**src/rtl/dcr_pkg.sv**
```systemverilog
// Shared constants and types for the decode-to-execute issue stage.
package dcr_pkg;

    localparam int XLEN     = 32;
    localparam int NUM_REGS = 32;
    localparam int REG_AW   = 5;

    typedef logic [XLEN-1:0]     word_t;
    typedef logic [REG_AW-1:0]   reg_idx_t;
    typedef logic [NUM_REGS-1:0] reg_mask_t;

    // Width-independent part of an ID/EX entry; the stage appends its CTL_W-wide control word.
    typedef struct packed {
        word_t    op1;
        word_t    op2;
        reg_idx_t rd;
        logic     rd_we;
    } issue_hdr_t;

    // One-hot register mask; register 0 is never tracked.
    function automatic reg_mask_t reg_onehot(input logic en, input reg_idx_t idx);
        reg_mask_t m;
        m = '0;
        if (en && idx != '0) m[idx] = 1'b1;
        return m;
    endfunction

endpackage

```
**src/rtl/dcr_issue_stage_if.sv**
```systemverilog
// Decode-side, register-file, writeback and ID/EX signals of the issue stage.
interface dcr_issue_stage_if
    import dcr_pkg::*;
#(
    parameter int CTL_W = 16
);

    logic             in_valid;
    logic             in_ready;
    reg_idx_t         in_rs1;
    reg_idx_t         in_rs2;
    reg_idx_t         in_rd;
    logic             in_rd_we;
    logic [CTL_W-1:0] in_ctl;

    reg_idx_t         rf_rdaddr1;
    reg_idx_t         rf_rdaddr2;
    word_t            rf_rddata1;
    word_t            rf_rddata2;

    logic             wb_wren;
    reg_idx_t         wb_wraddr;
    logic             flush;

    logic             out_valid;
    logic             out_ready;
    word_t            out_op1;
    word_t            out_op2;
    reg_idx_t         out_rd;
    logic             out_rd_we;
    logic [CTL_W-1:0] out_ctl;

    modport master (
        output in_valid, in_rs1, in_rs2, in_rd, in_rd_we, in_ctl,
        output rf_rddata1, rf_rddata2, wb_wren, wb_wraddr, flush, out_ready,
        input  in_ready, rf_rdaddr1, rf_rdaddr2,
        input  out_valid, out_op1, out_op2, out_rd, out_rd_we, out_ctl
    );

    modport slave (
        input  in_valid, in_rs1, in_rs2, in_rd, in_rd_we, in_ctl,
        input  rf_rddata1, rf_rddata2, wb_wren, wb_wraddr, flush, out_ready,
        output in_ready, rf_rdaddr1, rf_rdaddr2,
        output out_valid, out_op1, out_op2, out_rd, out_rd_we, out_ctl
    );

endinterface

```
**src/rtl/dcr_scoreboard.sv**
```systemverilog
// Pending-write scoreboard: one bit per register with a writer in flight.
module dcr_scoreboard
    import dcr_pkg::*;
(
    input  logic     clk,
    input  logic     rst,
    input  logic     wb_wren,
    input  reg_idx_t wb_wraddr,
    input  logic     set_en,
    input  reg_idx_t set_idx,
    input  logic     flush_clr_en,
    input  reg_idx_t flush_idx,
    input  reg_idx_t rs1_idx,
    input  reg_idx_t rs2_idx,
    input  reg_idx_t rd_idx,
    output logic     rs1_busy,
    output logic     rs2_busy,
    output logic     rd_busy
);

    reg_mask_t pending;
    reg_mask_t wb_clr;
    reg_mask_t flush_clr;
    reg_mask_t set_mask;
    reg_mask_t busy;

    assign wb_clr    = reg_onehot(wb_wren, wb_wraddr);
    assign flush_clr = reg_onehot(flush_clr_en, flush_idx);
    assign set_mask  = reg_onehot(set_en, set_idx);

    // A same-cycle writeback releases its register, so the dependent can issue on the bypass.
    assign busy = pending & ~wb_clr;

    assign rs1_busy = busy[rs1_idx];
    assign rs2_busy = busy[rs2_idx];
    assign rd_busy  = busy[rd_idx];

    // NOTE: async reset goes in the sensitivity list; state updates use <= so every
    // flop samples pre-edge values regardless of block ordering.
    always_ff @(posedge clk or posedge rst) begin
        if (rst) begin
            pending <= '0;
        end else begin
            pending <= (pending & ~wb_clr & ~flush_clr) | set_mask;
        end
    end

endmodule

```
**src/rtl/dcr_issue_stage.sv**
```systemverilog
// Issue stage: hazard-gated handshake into the ID/EX register plus a saturating stall counter.
module dcr_issue_stage
    import dcr_pkg::*;
#(
    parameter int CTL_W = 16,
    parameter int CNT_W = 16
)(
    input  logic             clk,
    input  logic             rst,
    dcr_issue_stage_if.slave bus,
    output logic [CNT_W-1:0] stall_cnt
);

    typedef struct packed {
        issue_hdr_t       hdr;
        logic [CTL_W-1:0] ctl;
    } issue_pkt_t;

    issue_pkt_t in_pkt;
    issue_pkt_t out_q;
    logic       out_valid_q;
    logic       rs1_busy;
    logic       rs2_busy;
    logic       rd_busy;
    logic       hazard;
    logic       in_ready;
    logic       issue;

    assign bus.rf_rdaddr1 = bus.in_rs1;
    assign bus.rf_rdaddr2 = bus.in_rs2;

    dcr_scoreboard u_sb (
        .clk          (clk),
        .rst          (rst),
        .wb_wren      (bus.wb_wren),
        .wb_wraddr    (bus.wb_wraddr),
        .set_en       (issue & bus.in_rd_we),
        .set_idx      (bus.in_rd),
        .flush_clr_en (bus.flush & out_valid_q & out_q.hdr.rd_we),
        .flush_idx    (out_q.hdr.rd),
        .rs1_idx      (bus.in_rs1),
        .rs2_idx      (bus.in_rs2),
        .rd_idx       (bus.in_rd),
        .rs1_busy     (rs1_busy),
        .rs2_busy     (rs2_busy),
        .rd_busy      (rd_busy)
    );

    assign hazard   = rs1_busy | rs2_busy | (bus.in_rd_we & rd_busy);
    assign in_ready = ~hazard & ~bus.flush & (~out_valid_q | bus.out_ready);
    assign issue    = bus.in_valid & in_ready;

    assign in_pkt.hdr.op1   = bus.rf_rddata1;
    assign in_pkt.hdr.op2   = bus.rf_rddata2;
    assign in_pkt.hdr.rd    = bus.in_rd;
    assign in_pkt.hdr.rd_we = bus.in_rd_we;
    assign in_pkt.ctl       = bus.in_ctl;

    always_ff @(posedge clk or posedge rst) begin
        if (rst) begin
            out_valid_q <= 1'b0;
        end else if (issue) begin
            out_valid_q <= 1'b1;
        end else if (bus.flush || bus.out_ready) begin
            out_valid_q <= 1'b0;
        end
    end

    // Payload only moves on issue; a flush kills the valid bit but leaves the data.
    always_ff @(posedge clk or posedge rst) begin
        if (rst) begin
            out_q <= '0;
        end else if (issue) begin
            out_q <= in_pkt;
        end
    end

    always_ff @(posedge clk or posedge rst) begin
        if (rst) begin
            stall_cnt <= '0;
        end else if (bus.in_valid && !in_ready && stall_cnt != '1) begin
            stall_cnt <= stall_cnt + CNT_W'(1);
        end
    end

    assign bus.in_ready  = in_ready;
    assign bus.out_valid = out_valid_q;
    assign bus.out_op1   = out_q.hdr.op1;
    assign bus.out_op2   = out_q.hdr.op2;
    assign bus.out_rd    = out_q.hdr.rd;
    assign bus.out_rd_we = out_q.hdr.rd_we;
    assign bus.out_ctl   = out_q.ctl;

endmodule
```
**src/flat_wrapper.sv**
```systemverilog
// flat-port wrapper written by rule: the top's interface ports become plain ports
module dcr_issue_stage_flat import dcr_pkg::*;
#(
    parameter int CTL_W = 16,
    parameter int CNT_W = 16
)
  (clk, rst, stall_cnt, bus_in_valid, bus_in_rs1, bus_in_rs2, bus_in_rd, bus_in_rd_we, bus_in_ctl, bus_rf_rddata1, bus_rf_rddata2, bus_wb_wren, bus_wb_wraddr, bus_flush, bus_out_ready, bus_in_ready, bus_rf_rdaddr1, bus_rf_rdaddr2, bus_out_valid, bus_out_op1, bus_out_op2, bus_out_rd, bus_out_rd_we, bus_out_ctl);
  dcr_issue_stage_if #(.CTL_W(CTL_W)) bus_i ();
  input  logic clk;
  input  logic rst;
  output logic [CNT_W-1:0] stall_cnt;
  input wire logic [$bits(bus_i.in_valid)-1:0] bus_in_valid;
  input wire logic [$bits(bus_i.in_rs1)-1:0] bus_in_rs1;
  input wire logic [$bits(bus_i.in_rs2)-1:0] bus_in_rs2;
  input wire logic [$bits(bus_i.in_rd)-1:0] bus_in_rd;
  input wire logic [$bits(bus_i.in_rd_we)-1:0] bus_in_rd_we;
  input wire logic [$bits(bus_i.in_ctl)-1:0] bus_in_ctl;
  input wire logic [$bits(bus_i.rf_rddata1)-1:0] bus_rf_rddata1;
  input wire logic [$bits(bus_i.rf_rddata2)-1:0] bus_rf_rddata2;
  input wire logic [$bits(bus_i.wb_wren)-1:0] bus_wb_wren;
  input wire logic [$bits(bus_i.wb_wraddr)-1:0] bus_wb_wraddr;
  input wire logic [$bits(bus_i.flush)-1:0] bus_flush;
  input wire logic [$bits(bus_i.out_ready)-1:0] bus_out_ready;
  output wire logic [$bits(bus_i.in_ready)-1:0] bus_in_ready;
  output wire logic [$bits(bus_i.rf_rdaddr1)-1:0] bus_rf_rdaddr1;
  output wire logic [$bits(bus_i.rf_rdaddr2)-1:0] bus_rf_rdaddr2;
  output wire logic [$bits(bus_i.out_valid)-1:0] bus_out_valid;
  output wire logic [$bits(bus_i.out_op1)-1:0] bus_out_op1;
  output wire logic [$bits(bus_i.out_op2)-1:0] bus_out_op2;
  output wire logic [$bits(bus_i.out_rd)-1:0] bus_out_rd;
  output wire logic [$bits(bus_i.out_rd_we)-1:0] bus_out_rd_we;
  output wire logic [$bits(bus_i.out_ctl)-1:0] bus_out_ctl;
  assign bus_i.in_valid = bus_in_valid;
  assign bus_i.in_rs1 = bus_in_rs1;
  assign bus_i.in_rs2 = bus_in_rs2;
  assign bus_i.in_rd = bus_in_rd;
  assign bus_i.in_rd_we = bus_in_rd_we;
  assign bus_i.in_ctl = bus_in_ctl;
  assign bus_i.rf_rddata1 = bus_rf_rddata1;
  assign bus_i.rf_rddata2 = bus_rf_rddata2;
  assign bus_i.wb_wren = bus_wb_wren;
  assign bus_i.wb_wraddr = bus_wb_wraddr;
  assign bus_i.flush = bus_flush;
  assign bus_i.out_ready = bus_out_ready;
  assign bus_in_ready = bus_i.in_ready;
  assign bus_rf_rdaddr1 = bus_i.rf_rdaddr1;
  assign bus_rf_rdaddr2 = bus_i.rf_rdaddr2;
  assign bus_out_valid = bus_i.out_valid;
  assign bus_out_op1 = bus_i.out_op1;
  assign bus_out_op2 = bus_i.out_op2;
  assign bus_out_rd = bus_i.out_rd;
  assign bus_out_rd_we = bus_i.out_rd_we;
  assign bus_out_ctl = bus_i.out_ctl;
  dcr_issue_stage #(.CTL_W(CTL_W), .CNT_W(CNT_W)) u_core (.clk(clk), .rst(rst), .bus(bus_i), .stall_cnt(stall_cnt));
endmodule
```
**config.mk**
```make
export PLATFORM = sky130hd
export DESIGN_NAME = dcr_issue_stage_flat
export DESIGN_NICKNAME = d
export VERILOG_FILES = /design/src/rtl/dcr_pkg.sv /design/src/rtl/dcr_issue_stage_if.sv /design/src/rtl/dcr_scoreboard.sv /design/src/rtl/dcr_issue_stage.sv /design/src/flat_wrapper.sv
export SDC_FILE = /design/constraint.sdc
export NUM_CORES = 1
export LEC_CHECK = 0
export CAP_MARGIN = 15
export CORE_UTILIZATION = 51
export DETAILED_ROUTE_END_ITERATION = 10
export PLACE_DENSITY = 0.88
export SETUP_SLACK_MARGIN = 0.2
export SLEW_MARGIN = 15
export SYNTH_ARGS = -nofsm -noshare
export SYNTH_HDL_FRONTEND = slang
export SYNTH_SLANG_ARGS = --single-unit
```
**constraint.sdc**
```tcl
create_clock -name clk -period 8.6 [get_ports clk]
set_input_delay 1.29 -clock clk [delete_from_list [all_inputs] [get_ports clk]]
set_output_delay 1.29 -clock clk [all_outputs]
set_load 0.05 [all_outputs]
```
==> impl_metrics.toml, run 1 <==
[logic_synthesis]
yosysSeqAreaShare_pct = 47.5
netlist_instances = 630
synth_compound_area_share_pct = 13.2
yosysTopAreaCell = "dfrtp_1"
synth_top_family_by_area = "multiplexers"
yosys-top-cells-area = "dfrtp_1 (47%), mux2_2 (15%), mux2i_1 (3.1%)"
synth_flop_cell = "dfrtp_1"
synth_xor_area_share_pct = 2.58
ys_warn_count = 0
synthMuxAreaShare_pct = 19.2
syn_nets = 738
synth_edf_count = 0
synth_top_area_share_pct = 47.5
synth-simple-area-share_pct = 13.0
synth-seq-cells = 135
netlist_area_mm2 = 0.00712
ys_types = 63
async_reset_ff_share_pct = 100
avgSynthCellArea_um2 = 11.3
synth_fa_ha_area_share_pct = 0.176

[global_routing]
first_global_vias = 6717
grt_usage_pct = 34.3
grt_pass1_wl_um = 37100
antenna_found_initial = 1
grt_overflow = 0
grt_max_degree = 70

[setup_path]
rr_startpoint = "u_core.u_sb.pending[20]"
start_kind = "input pin"
crit_fanout = 21
slowest_stage = "clkdlybuf4s50_1"
cpPeakStageDelay_ns = 1.16
crit_end = "bus_in_ready"
crit_arrival_ns = 5.46
reg2reg_to = "u_core.u_sb.pending[26]"
r2r_cells = 9
end_kind = "primary output"
r2r_setup_slack_ns = 4.84
criticalPathCategory = "input pin to primary output"
worstPathCellList = "clkdlybuf4s50_1 -> xor2_1 -> o311a_1 -> a2111oi_0 -> a2111oi_0 -> a211oi_2 -> nand3_1 -> inv_1 -> clkdlybuf4s50_1"
cp.required_ns = 7.31
critPathLaunch = "bus_in_rs1[0]"

[die]
start_util_pct = 53.1
core-area_mm2 = 0.0134
chipWidth_um = 120
die-area_mm2 = 0.0144
num_io_pins = 221
die_h_um = 120
rows = 42

[final_layout]
final_area_mm2 = 0.00991
post-route-util_pct = 74.0
fin_cells = 1009
drive_gt1_share_pct = 17.3
layout.nets = 929
diodes = 0
n_fill_cell = 881
synthToLayoutAreaGrowth_pct = 39.3

[timing]
tightest_slew_ns = 1.04
period_needed_ns = 6.75
slew_violations = 0
hold_viol = 0
period_share_pct = 78.5
relSlewSlack_pct = 30.7
rsz0062_at_grt = "false"
tns_ns = 0
setup_viol = 0
maxClockFrequency_ghz = 0.148
finClkSkew_ns = 0.0101

[clock_tree]
cts_root_buf = "clkbuf_16"
ctsResizeCount = 0
clock_path_buffers = 2
cts_sinks = 135
cts_buffers = 17
hold_buffers = 0
cts_max_level = 4
path_clk_slew_ns = 0.05
clock_latency_ns = 0.42
cts_tree = "built"
cts_setup_buffers = 0

[job]
max_cap_viol_count = 0

[detailed_routing]
final_antenna_net_count = 0
viasPerCell = 6.27
drc = 0
drt_iter0_markers = 539
wl_met3_um = 2520
vias = 6331
drt-total-wl_um = 24100
met2WireLength_um = 12100
wl_met1_um = 8580
routed.top_layer = "met5"
drt-wirelength-per-cell_um = 23.9
detail_route.first_pass.iterations = 5

[power_and_ir_drop]
power.density_mw_per_mm2 = 295
p_leak_nw = 3.93
power.total_w = 0.00293
vdd_drop_max_mv = 0.321

[place]
gp_congestion = 1.00
place_inst = 978
dp_hpwl_um = 16500
port_buffers = 220
place_area_mm2 = 0.00930

[run_status]
status = "completed"

[worst_hold_path]
holdCritPathClass = "flop to flop"
critical path, delay by kind of cell:
kind / cells / cell delay, ns
AOI/OAI and AO/OA: 4 / 1.21
xor gates and xnor gates: 1 / 0.32
buffers and inverters: 3 / 2.15
and+or+nand+nor: 1 / 0.49
metrics by stage:
step                setup WS, ns  hold WS, ns
CTS                         1.96        0.480
floorplan                   3.70        0.466
finish                      1.85        0.484
global route                1.57        0.492
detailed placement          1.96        0.474
global placement            2.03        0.470
where the power goes:
group	switching, W	internal (W)	total [W]
registers	0.000126	0.000796	0.000922
clock network	0.000277	0.000482	0.000759
logic	0.000798	0.000448	0.00125
total	0.00120	0.00173	0.00293
area by class of cell:
type | instances | area, um^2 | share of cell area [%]
multi-input combinational | 431 | 3430 | 34.6
inverter | 14 | 55.1 | 0.555
timing repair buffer | 222 | 2220 | 22.4
sequential | 135 | 3380 | 34.1
clock buffer | 18 | 429 | 4.33
clock inverter | 13 | 181 | 1.83
tap | 176 | 220 | 2.22
flip-flops by register name, indices dropped and copies added, names as in the netlist:
signal,flops
u_core.bus.out_op1,32
u_core.bus.out_op2,32
u_core.u_sb.pending,32
u_core.bus.out_ctl,16
u_core.stall_cnt,16
u_core.bus.out_rd,5
u_core.bus.out_rd_we,1
u_core.bus.out_valid,1
Yosys cell counts, types with 5 or more instances:
master / n
o21ai_0: 32
o211ai_1: 12
a2111oi_0: 6
o21ai_1: 5
xor2_1: 7
o22ai_1: 19
and3_1: 12
inv_1: 13
nand3b_1: 8
nor2_1: 35
nand4_1: 10
nand2_1: 17
or3b_2: 5
and2_1: 5
nor3b_1: 6
o21a_1: 5
nand2b_1: 7
a211oi_1: 5
buf_4: 11
o2111ai_1: 5
clkbuf_1: 19
mux2_2: 94
or3_1: 6
mux2i_1: 22
nor3_1: 12
xnor2_1: 14
o221ai_1: 13
dfrtp_1: 135
buf_2: 15
nand3_1: 12
layout by cell type (no fill, tap or decap), drive strengths merged, types with 3 or more instances in the layout:
cell type and n:
a2111oi 6, a211oi 6, a21oi 4, and2 5, and3 12, and4 4
bufinv 4, clkbuf 18, clkdlybuf4s50 220, clkinv 8, dfrtp 135, inv 13
mux2 94, mux2i 22, mux4 4, nand2 17, nand2b 7, nand3 14
nand3b 8, nand4 11, nand4b 4, nand4bb 3, nor2 35, nor3 12
nor3b 6, o2111ai 5, o211ai 12, o21a 5, o21ai 37, o221ai 13
o22ai 19, o311a 4, o311ai 3, o32a 3, or3 6, or3b 5
xnor2 14, xor2 7
kinds of logic (layout without fill, tap and decap cells):
kind of cell,count (synthesis),in the layout
flops,135,135
fa+ha+maj,1,1
compound gates,132,132
buf+inv,64,267
xor+xnor,21,21
mux,120,120
simple gates,157,157
worst min path at each step:
stage | from | end | slack (ns) | cells past startpoint
after floorplan | u_core.u_sb.pending[0] | u_core.u_sb.pending[0] | 0.47 | 1
after global placement | u_core.u_sb.pending[0] | u_core.u_sb.pending[0] | 0.47 | 0
after detailed placement | u_core.u_sb.pending[0] | u_core.u_sb.pending[0] | 0.47 | 0
after CTS | u_core.u_sb.pending[0] | u_core.u_sb.pending[0] | 0.48 | 0
after global routing | u_core.u_sb.pending[0] | u_core.u_sb.pending[0] | 0.49 | 0
final | u_core.u_sb.pending[0] | u_core.u_sb.pending[0] | 0.48 | 0
routing by layer:
metal | vias to the layer above | global-route usage (%)
li1 | 2764 | -
met1 | 3100 | 39.0
met2 | 388 | 58.5
met3 | 77 | 11.5
met4 | 2 | 14.7
met5 | - | 0
No activity file was read; power rests on OpenSTA's default activity.
==> run 2, diff against run 1 <==
--- a/config.mk
+++ b/config.mk
@@ -6,9 +6,9 @@
 export NUM_CORES = 1
 export LEC_CHECK = 0
 export CAP_MARGIN = 15
-export CORE_UTILIZATION = 51
+export CORE_UTILIZATION = 43
 export DETAILED_ROUTE_END_ITERATION = 10
-export PLACE_DENSITY = 0.88
+export PLACE_DENSITY = 0.8
 export SETUP_SLACK_MARGIN = 0.2
 export SLEW_MARGIN = 15
 export SYNTH_ARGS = -nofsm -noshare
==> constraint.sdc (replaced) <==
create_clock -name clk -period 5.7 [get_ports clk]
set_input_delay 0.855 -clock clk [delete_from_list [all_inputs] [get_ports clk]]
set_output_delay 0.855 -clock clk [all_outputs]
set_load 0.05 [all_outputs]
==> impl_metrics.toml, run 2 (synthesis gave the netlist of run 1 again) <==
[run_status]
status = "completed"

[final_layout]
final_cell_mix = "clkdlybuf4s50_1 (219), dfrtp_1 (135), mux2_2 (94)"
layout.nets = 936
diodes = 0
synthToLayoutAreaGrowth_pct = 41.4
fin_cells = 1057
final_area_mm2 = 0.0101
regArea_mm2 = 0.00338
final_common_cell = "clkdlybuf4s50_1"
n_fill_cell = 1275
multiInputGateArea_mm2 = 0.00343
drive_gt1_share_pct = 18.3

[global_routing]
grt_overflow = 0
grt_pass1_wl_um = 34100
grt_usage_pct = 26.1
antenna_found_initial = 0
first_global_vias = 6394
grt_max_degree = 93

[die]
chipWidth_um = 131
core-area_mm2 = 0.0160
num_io_pins = 221
rows = 46
die_h_um = 131
die-area_mm2 = 0.0171
start_util_pct = 44.5

[setup_path]
reg2reg_to = "u_core.bus.out_op2[17]"
slowest_stage = "or4_1"
r2r_setup_slack_ns = 2.45
start_kind = "input pin"
end_kind = "primary output"
cp.required_ns = 4.85
crit_arrival_ns = 3.84
crit_fanout = 17
critPathTopFamily = "simple AND/OR/NAND/NOR gates"
criticalPathCategory = "input pin to primary output"
worstPathCellList = "clkdlybuf4s50_1 -> buf_4 -> nand2b_1 -> o21ai_0 -> o2111ai_1 -> nand4_1 -> or4_1 -> nand3_1 -> inv_1 -> buf_12"
worstSetupPathDepth = 10
critPathLaunch = "bus_wb_wraddr[0]"
crit_end = "bus_in_ready"
r2r_cells = 8
rr_startpoint = "u_core.u_sb.pending[21]"
worst-path-buf-inv = 4
cpPeakStageDelay_ns = 0.57

[detailed_routing]
routed.top_layer = "met4"
drc = 0
drt_iter0_markers = 599
drt-total-wl_um = 21400
met2WireLength_um = 10300
final_antenna_net_count = 0
wl_met3_um = 2530
detail_route.first_pass.iterations = 5
drt-wirelength-per-cell_um = 20.3
wl_met1_um = 8170
vias = 6234
viasPerCell = 5.90

[place]
dp_hpwl_um = 15500
place_area_mm2 = 0.00942
port_buffers = 220
gp_congestion = 0.934
pre_cts_ws_ns = 0.977
place_inst = 1025

[clock_tree]
cts_sinks = 135
clock_latency_ns = 0.41
hold_buffers = 0
ctsResizeCount = 0
clock_path_buffers = 2
path_clk_slew_ns = 0.06
cts_max_level = 4
cts_buffers = 17
cts_tree = "built"
cts_setup_buffers = 0
cts_root_buf = "clkbuf_16"

[timing]
tightest_slew_ns = 0.848
finClkSkew_ns = 0.0122
period_needed_ns = 4.70
tns_ns = 0
maxClockFrequency_ghz = 0.213
fin_ws_ns = 1.00
hold_viol = 0
slew_violations = 0
period_share_pct = 82.4
rsz0062_at_grt = "false"
setup_viol = 0
relSlewSlack_pct = 43.3

[power_and_ir_drop]
vdd_drop_max_mv = 0.324
p_leak_nw = 3.98
power.density_mw_per_mm2 = 438

[worst_hold_path]
holdCritPathClass = "flop to flop"

[job]
max_cap_viol_count = 0
-- run 2: cell types whose count changed in the layout (fill, tap and decap cells not counted), sizes merged --
| cell | delta |
|---|---|
| buf | +8 |
| clkbuf | -1 |
| clkdlybuf4s50 | -1 |
| clkinv | -4 |
| inv | +6 |
-- run 2: worst min path at each step --
stage                      startpoint                endpoint  slack (ns)  cells past startpoint
3_5_place_dp   u_core.u_sb.pending[0]  u_core.u_sb.pending[0]        0.44                      0
4_1_cts        u_core.u_sb.pending[0]  u_core.u_sb.pending[0]        0.45                      0
5_1_grt        u_core.u_sb.pending[0]  u_core.u_sb.pending[0]        0.46                      0
2_1_floorplan  u_core.u_sb.pending[0]  u_core.u_sb.pending[0]        0.47                      1
3_3_place_gp   u_core.u_sb.pending[0]  u_core.u_sb.pending[0]        0.43                      0
6_report       u_core.u_sb.pending[0]  u_core.u_sb.pending[0]        0.44                      0
-- run 2: stage by stage --
step           hold slack (ns)  utilization (%)  total power [W]
5_1_grt                  0.459             62.9          0.00459
4_1_cts                  0.447             62.9          0.00444
3_5_place_dp             0.439             58.9          0.00323
6_report                 0.441             62.9          0.00441
2_1_floorplan            0.466                -          0.00254
3_3_place_gp             0.430             58.9          0.00321
-- run 2: layout make-up --
type | count | share of cell area (%)
clock buffers | 17 | 4.23
clock inverters | 15 | 2.14
repair buffers | 229 | 22.7
well taps | 216 | 2.69
inverters | 14 | 0.572
multi-input cells | 431 | 34.1
flip-flops and latches | 135 | 33.6
-- run 2: metal layers --
layer,vias up,GRT usage [%]
li1,2785,-
met5,-,0
met1,3010,32.9
met4,0,8.45
met3,42,9.49
met2,397,41.9
-- run 2: worst register-to-register path: cells and delay by family (launching register included) --
family / cells / cell delay, ns
compound gates: 4 / 1.08
mux: 2 / 0.70
buf+inv: 1 / 0.51
simple gates: 1 / 0.44
flops: 1 / 0.41
-- run 2: report_power, final --
part	leakage [nW]	total [W]	switching, W	internal [W]
clock	0.309	0.00118	0.000440	0.000744
sequential	1.68	0.00137	0.000167	0.00120
combinational	1.99	0.00186	0.00118	0.000680
